`src/rtl/stage_wb.sv`:
```
// stage_wb: writeback pipeline stage. It registers the MEM-stage slot,
// extracts and extends load data, and drives the register-file write port.
// Load data is saved if the stage stalls, so a one-cycle memory Q is not lost.
module stage_wb (
  input  logic        Clock_in,
  input  logic        Reset_n_in,
  input  logic        VALID_IN,
  input  logic [31:0] PC_NEXT_INS_IN,
  input  logic [31:0] ALU_RESULT_IN,
  input  logic [31:0] MEM_DATA_IN,
  input  logic [4:0]  RD_ADDR_IN,
  input  logic        REG_WRITE_IN,
  input  logic        MEM_TO_REG_IN,
  input  logic        LINK_IN,
  input  logic [1:0]  LOAD_SIZE_IN,
  input  logic        LOAD_UNSIGNED_IN,
  input  logic        STALL_IN,
  input  logic        FLUSH_IN,
  output logic        B_R_WE,
  output logic [4:0]  B_R_WRITE_ADDR,
  output logic [31:0] B_R_WRITE_DATA,
  output logic        VALID_OUT,
  output logic        ALIGN_ERR_OUT
);

  logic        valid_q, valid_d;
  logic [31:0] pc_q, pc_d;
  logic [31:0] alu_q, alu_d;
  logic [4:0]  rd_q, rd_d;
  logic        reg_write_q, reg_write_d;
  logic        mem_to_reg_q, mem_to_reg_d;
  logic        link_q, link_d;
  logic [1:0]  load_size_q, load_size_d;
  logic        load_unsigned_q, load_unsigned_d;
  logic        hold_valid_q, hold_valid_d;
  logic [31:0] hold_q, hold_d;
  logic        align_err_q, align_err_d;

  logic [31:0] load_src;
  logic [31:0] load_ext;
  logic        misaligned;

  // Load lane selection, extension and misalignment detection.
  always_comb begin
    load_src   = hold_valid_q ? hold_q : MEM_DATA_IN;
    load_ext   = load_src;
    misaligned = 1'b0;
    unique case (load_size_q)
      2'b10: begin
        logic [7:0] b;
        b = load_src[8*alu_q[1:0] +: 8];
        load_ext = load_unsigned_q ? {24'h0, b} : {{24{b[7]}}, b};
      end
      2'b01: begin
        logic [15:0] h;
        h = alu_q[1] ? load_src[31:16] : load_src[15:0];
        load_ext   = load_unsigned_q ? {16'h0, h} : {{16{h[15]}}, h};
        misaligned = mem_to_reg_q & alu_q[0];
      end
      default: begin
        load_ext   = load_src;
        misaligned = mem_to_reg_q & (alu_q[1:0] != 2'b00);
      end
    endcase
  end

  // Register-file write port; the write lands only in the final, unstalled WB cycle.
  always_comb begin
    if (link_q)            B_R_WRITE_DATA = pc_q;
    else if (mem_to_reg_q) B_R_WRITE_DATA = load_ext;
    else                   B_R_WRITE_DATA = alu_q;
    B_R_WE         = valid_q & reg_write_q & (rd_q != 5'd0) & ~STALL_IN & ~misaligned;
    B_R_WRITE_ADDR = rd_q;
    VALID_OUT      = valid_q;
    ALIGN_ERR_OUT  = align_err_q;
  end

  // Next-state: advance, hold on stall (capturing Q once), or flush.
  always_comb begin
    valid_d         = valid_q;
    pc_d            = pc_q;
    alu_d           = alu_q;
    rd_d            = rd_q;
    reg_write_d     = reg_write_q;
    mem_to_reg_d    = mem_to_reg_q;
    link_d          = link_q;
    load_size_d     = load_size_q;
    load_unsigned_d = load_unsigned_q;
    hold_valid_d    = hold_valid_q;
    hold_d          = hold_q;
    align_err_d     = align_err_q | (valid_q & ~STALL_IN & misaligned);
    if (FLUSH_IN) begin
      valid_d      = 1'b0;
      hold_valid_d = 1'b0;
    end else if (!STALL_IN) begin
      valid_d         = VALID_IN;
      pc_d            = PC_NEXT_INS_IN;
      alu_d           = ALU_RESULT_IN;
      rd_d            = RD_ADDR_IN;
      reg_write_d     = REG_WRITE_IN;
      mem_to_reg_d    = MEM_TO_REG_IN;
      link_d          = LINK_IN;
      load_size_d     = LOAD_SIZE_IN;
      load_unsigned_d = LOAD_UNSIGNED_IN;
      hold_valid_d    = 1'b0;
    end else if (valid_q && mem_to_reg_q && !hold_valid_q) begin
      hold_valid_d = 1'b1;
      hold_d       = MEM_DATA_IN;
    end
  end

  // Stage registers with asynchronous active-low reset.
  always_ff @(posedge Clock_in or negedge Reset_n_in) begin
    if (!Reset_n_in) begin
      valid_q         <= 1'b0;
      pc_q            <= '0;
      alu_q           <= '0;
      rd_q            <= '0;
      reg_write_q     <= 1'b0;
      mem_to_reg_q    <= 1'b0;
      link_q          <= 1'b0;
      load_size_q     <= '0;
      load_unsigned_q <= 1'b0;
      hold_valid_q    <= 1'b0;
      hold_q          <= '0;
      align_err_q     <= 1'b0;
    end else begin
      valid_q         <= valid_d;
      pc_q            <= pc_d;
      alu_q           <= alu_d;
      rd_q            <= rd_d;
      reg_write_q     <= reg_write_d;
      mem_to_reg_q    <= mem_to_reg_d;
      link_q          <= link_d;
      load_size_q     <= load_size_d;
      load_unsigned_q <= load_unsigned_d;
      hold_valid_q    <= hold_valid_d;
      hold_q          <= hold_d;
      align_err_q     <= align_err_d;
    end
  end

endmodule

```
`config.mk`:
```
export PLATFORM = sky130hd
export DESIGN_NAME = stage_wb
export DESIGN_NICKNAME = d
export VERILOG_FILES = /design/src/rtl/stage_wb.sv
export SDC_FILE = /design/constraint.sdc
export NUM_CORES = 1
export LEC_CHECK = 0
export ABC_CLOCK_PERIOD_IN_PS = 4500
export CAP_MARGIN = 20
export CORE_UTILIZATION = 45
export CTS_CLUSTER_DIAMETER = 150
export DETAILED_ROUTE_END_ITERATION = 10
export GPL_TIMING_DRIVEN = 0
export PLACE_DENSITY = 0.81
export SYNTH_ARGS = -nofsm -noshare
export SYNTH_HDL_FRONTEND = slang
export SYNTH_SLANG_ARGS = --single-unit
```
`constraint.sdc`:
```
create_clock -name Clock_in -period 4.5 [get_ports Clock_in]
set_input_delay 0.9 -clock Clock_in [delete_from_list [all_inputs] [get_ports Clock_in]]
set_output_delay 0.9 -clock Clock_in [all_outputs]
set_load 0.03 [all_outputs]
```
== Word-level counts from Yosys, hierarchy flattened ==
Index checks and enable logic that the tools add are counted.
Storage, ports and cells
  flip-flop bits (word level): 110
  output and inout port bits: 40
  logic and storage cells: 49
Operators by class
  eq/ne operators: 4
  shifts and indexed selects: 1
  muxes and demuxes: 13
  bitwise operators: 12
  reduce and logical (&&, ||, !) cells: 7
Operators by type and width (count)
  32-bit two-way mux: 5
  32-bit one-hot mux with 2 select lines: 1
  32-bit by 6-bit indexed part select with 8-bit output: 1
  16-bit two-way mux: 1
  1-bit AND: 8
  1-bit two-way mux: 5
  5-bit nonzero test: 1
  3-bit by 1-bit != test with 1-bit output, second input constant: 1
  1-bit NOT: 3
  3-bit AND reduction: 1
  2-bit by 1-bit == test with 1-bit output, second input constant: 1
  2-bit == test, second input constant: 1
  1-bit logical AND: 2
  2-bit by 1-bit != test with 1-bit output, second input constant: 1
  1-bit one-hot mux with 2 select lines: 1
  2-bit AND reduction: 1
  2-bit nonzero test: 1
  1-bit zero test: 1
  1-bit bitwise OR: 1

== Depth between registers and ports, before layout ==
  depth after elaboration: 6
  mapped depth: 8

== Worst setup path after synthesis ==
OpenSTA, ideal clock, no wires.
  kind: input to output
  from: in MEM_DATA_IN[23]
  to: out B_R_WRITE_DATA[15]
  data arrival time: 2.160 ns
  path slack: 1.440 ns
  stages on the path: 4
  buffers on the path: 0
  cell sequence: mux2i_1 -> a21boi_1 -> a41oi_2 -> a31oi_1
On the way
  word-level cells in the longest chain between the ends: 6
Ends and longest elaborated chain
  start, declared: RTL line 10  | input logic [31:0] MEM_DATA_IN,
  32-bit two-way mux: RTL line 45  | load_src = hold_valid_q ? hold_q : MEM_DATA_IN;
  32-bit by 6-bit indexed part select with 8-bit output: RTL line 51  | b = load_src[8*alu_q[1:0] +: 8];
  32-bit two-way mux: RTL line 52  | load_ext = load_unsigned_q ? {24'h0, b} : {{24{b[7]}}, b};
  32-bit one-hot mux with 2 select lines: RTL line 48  | unique case (load_size_q)
  32-bit two-way mux: RTL line 70  | else if (mem_to_reg_q) B_R_WRITE_DATA = load_ext;
  32-bit two-way mux: RTL line 69  | if (link_q) B_R_WRITE_DATA = pc_q;
  end, declared: RTL line 21  | output logic [31:0] B_R_WRITE_DATA,
No other way between the ends.

== Worst setup path after layout ==
  from: in MEM_DATA_IN[15]
  to: out B_R_WRITE_DATA[20]
On the way
  word-level cells in the longest chain between the ends: 6
  elaborated cells on any way between the ends: 8
  those cells by class: 1 x shift; 7 x mux
Ends and longest elaborated chain (RTL line)
  32-bit two-way mux (*): 45
  32-bit by 6-bit indexed part select with 8-bit output or 16-bit two-way mux (tied branches): 51, 56
  32-bit two-way mux, on equally long branches: 52, 57
  32-bit one-hot mux with 2 select lines (*): 48
  32-bit two-way mux (*): 70
  32-bit two-way mux (*): 69
Every way passes the cells marked *; elsewhere a longest branch is shown, timed or not.

==> flow_metrics.env <==
export IMPL_antenna_found_initial=0
export IMPL_rows=40
export IMPL_worst_slew_pin_slew_ns=0.7941
export IMPL_initial_core_util_pct=47.05
export IMPL_required_ns=3.60
export IMPL_stdcell_area_mm2=0.007789
export IMPL_postCtsSetupBuffers=0
export IMPL_ant_nets=0
export IMPL_drive_above_1_share_pct=26.32
export IMPL_final_util_pct=63.78
export IMPL_cp_top_family="buffers and inverters"
export IMPL_vias_per_cell=5.773
export IMPL_place_gp_congestion=0.8998
export IMPL_wl_mm=17.11
export IMPL_path_common_cell="clkdlybuf4s50_1"
export IMPL_nFillCells=1027
export IMPL_vias=4676
export IMPL_clockBufferDepth=2
export IMPL_synth_fp_nets=589
export IMPL_diodes=0
export IMPL_dp_hpwl_mm=12.93
export IMPL_path_buf_inv=3
export IMPL_finalSetupViolations=0
export IMPL_max_stage_delay_ns=0.60
export IMPL_grt_pass1_vias=4873
export IMPL_cts_max_level=3
export IMPL_fmax_mhz=231.9
export IMPL_grt_usage_pct=26.62
export IMPL_p_leak_nw=3.097
export IMPL_p_per_area_mw_per_mm2=415.5
export IMPL_grt_pass1_wl_mm=26.10
export IMPL_clk_pin_slew_ns=0.07
export IMPL_nNetsFinal=752
export IMPL_die_w_um=115.0
export IMPL_port_buffer_count=151
export IMPL_syn_inst=475
export IMPL_drt_iter0_markers=303
export IMPL_cts_sinks=110
export IMPL_pre_cts_ws_ns=0.2091
export IMPL_min_period_ns=4.312
export IMPL_dieArea_mm2=0.01322
export IMPL_drcViolationCount=0
export IMPL_cts_buffers=9
export IMPL_die_h_um=115.0
export IMPL_cp_max_fo=10
export IMPL_worst_skew_pair_late_latency_ns=0.36
export IMPL_rsz0062_at_grt="false"
export IMPL_cts_tree="yes"
export IMPL_critPathSlowestCell="clkdlybuf4s50_1"
export IMPL_skew_ns=0.006447
export IMPL_cp_end_kind="output port"
export IMPL_critPathArrivalTime_ns=3.41
export IMPL_synth_top_cells_by_count="120 x mux2_2, 110 x dfrtp_1, 35 x a21oi_1"
export IMPL_synthArstFlopShare_pct=100.0
export IMPL_synth_area_per_cell_um2=12.10
export IMPL_hold_buffers=0
export IMPL_slew_headroom_pct=46.66
export IMPL_cts_resized=0
export IMPL_grt_max_degree=58
export IMPL_synth_area_leader_cell="dfrtp_1"
export IMPL_synth_edff_count=0
export IMPL_worstPathCellList="clkdlybuf4s50_1 -> mux4_2 -> a41o_1 -> a31oi_4 -> buf_6 -> a21oi_2 -> clkdlybuf4s50_1"
export IMPL_overflow=0
export IMPL_core_mm2=0.01221
export IMPL_area_growth_pct=35.56
export IMPL_ios=152
export IMPL_yosys_warnings=0
export IMPL_status="finished, final reports clean"
export IMPL_cap_viol_max_count=0
export IMPL_yosysMostFrequentCell="mux2_2"
export IMPL_finalCritPeriodShare_pct=95.83
export IMPL_firstDrtPassIters=5
export IMPL_final_hold_violation_count=0
export IMPL_slew_violations=0
export IMPL_yosys_top_cells_area="dfrtp_1 48%, mux2_2 24%, mux4_2 3.5%"
export IMPL_cts_root_buf="clkbuf_16"
export IMPL_irDropWorstVdd_mv=0.2852
export IMPL_placed_cell_area_mm2=0.007492
export IMPL_start_kind="input pin"
export IMPL_hp_class="flop to flop"
export IMPL_netlist_area_mm2=0.005746
export IMPL_postLayoutSetupSlackWorst_ns=0.1878
export IMPL_wl_per_cell_um=21.12
export IMPL_yosys_most_used_dff="dfrtp_1"
export IMPL_ys_ff_latch=110
export IMPL_ys_types=43
export IMPL_worst_setup_path_type="input pin to output port"
export IMPL_netlist_area_leader_share_pct=47.91
export IMPL_seq_area_frac_synth_pct=47.91
export IMPL_totalPowerFinal_mw=3.236
-- path summary, 6_finish.rpt --
| path | cells after the start | slack (ns) | end | startpoint |
|---|---|---|---|---|
| max in group asynchronous | 2 | 3.18 | pc_q[31] | Reset_n_in |
| setup / recovery | 7 | 0.19 | B_R_WRITE_DATA[20] | MEM_DATA_IN[15] |
| setup reg to reg | 4 | 2.27 | hold_q[20] | mem_to_reg_q |
| min in group asynchronous | 1 | 0.59 | alu_q[10] | Reset_n_in |
| hold / removal | 1 | 0.49 | hold_q[6] | hold_q[6] |
| hold reg to reg | 1 | 0.49 | hold_q[6] | hold_q[6] |
-- registers in the layout (all words and copies together) (netlist names) --
register and cells:
ALIGN_ERR_OUT 1, alu_q 32, load_size_q 2, B_R_WRITE_ADDR 5, reg_write_q 1, hold_q 32
pc_q 32, hold_valid_q 1, load_unsigned_q 1, link_q 1, mem_to_reg_q 1, VALID_OUT 1
-- cell usage in the layout (no fill, tap or decap), types with 3 or more instances in the layout --
cell type / synthesis / final
a211oi_1: 11 / 11
a21oi_1: 35 / 35
a21oi_2: 10 / 10
a221oi_1: 5 / 5
a22oi_1: 10 / 10
buf_2: 7 / 7
clkbuf_1: 23 / 23
clkbuf_16: 0 / 9
clkdlybuf4s50_1: 0 / 150
dfrtp_1: 110 / 110
inv_1: 8 / 8
mux2_1: 3 / 3
mux2_2: 120 / 120
mux2i_1: 16 / 16
mux4_2: 9 / 9
nand2_1: 27 / 27
nand2b_1: 5 / 5
nor2_1: 16 / 16
nor3_1: 3 / 3
o21ai_0: 8 / 8
o22ai_1: 20 / 20
-- routing by layer --
metal  wire, um  track usage [%]  vias up
met5          0                0        -
met4        428            9.957        0
met3       1381            7.433       29
met2       8028            43.41      215
met1       7268            33.85     2336
li1           -                -     2096
-- power breakdown --
| group | total [mW] | switching (mW) | internal, mW |
|---|---|---|---|
| registers | 1.30 | 0.122 | 1.17 |
| logic | 1.12 | 0.591 | 0.530 |
| clock network | 0.818 | 0.372 | 0.446 |
| total | 3.24 | 1.09 | 2.15 |
-- worst reg2reg max path, cell delays in order (launching register included) --
cell     delay, ns
dfrtp_1       0.52
nand2_1       0.13
nor3_1        0.67
buf_2         0.43
mux2_2        0.38
-- layout make-up --
cell class	count	area (um2)	share of cell area, %
multi-input combinational	323	2808	36.05
sequential	110	2753	35.34
timing repair buffer	152	1536	19.73
clock buffer	10	239.0	3.068
tap	168	210.2	2.699
buffer	33	151.4	1.944
clock inverter	5	57.56	0.7390
inverter	9	33.78	0.4337
-- per-stage QoR --
step | instances | setup TNS (ns) | hold WS, ns
after floorplan | 475 | 0 | 0.4522
after global placement | 794 | -168.54 | 0.4592
after detailed placement | 795 | 0 | 0.4740
after CTS | 810 | 0 | 0.4931
after global routing | 810 | 0 | 0.5033
final | 810 | 0 | 0.4869
-- cell families after synthesis --
| kind of cell | after synthesis | synth area share (%) |
|---|---|---|
| AOI/OAI and AO/OA | 113 | 13.44 |
| adders and majority gates | 2 | 0.4355 |
| buffers and inverters | 42 | 3.223 |
| DFF | 110 | 47.91 |
| muxes | 148 | 30.42 |
| and+or+nand+nor | 60 | 4.573 |
No activity file was read; power rests on OpenSTA's default activity.
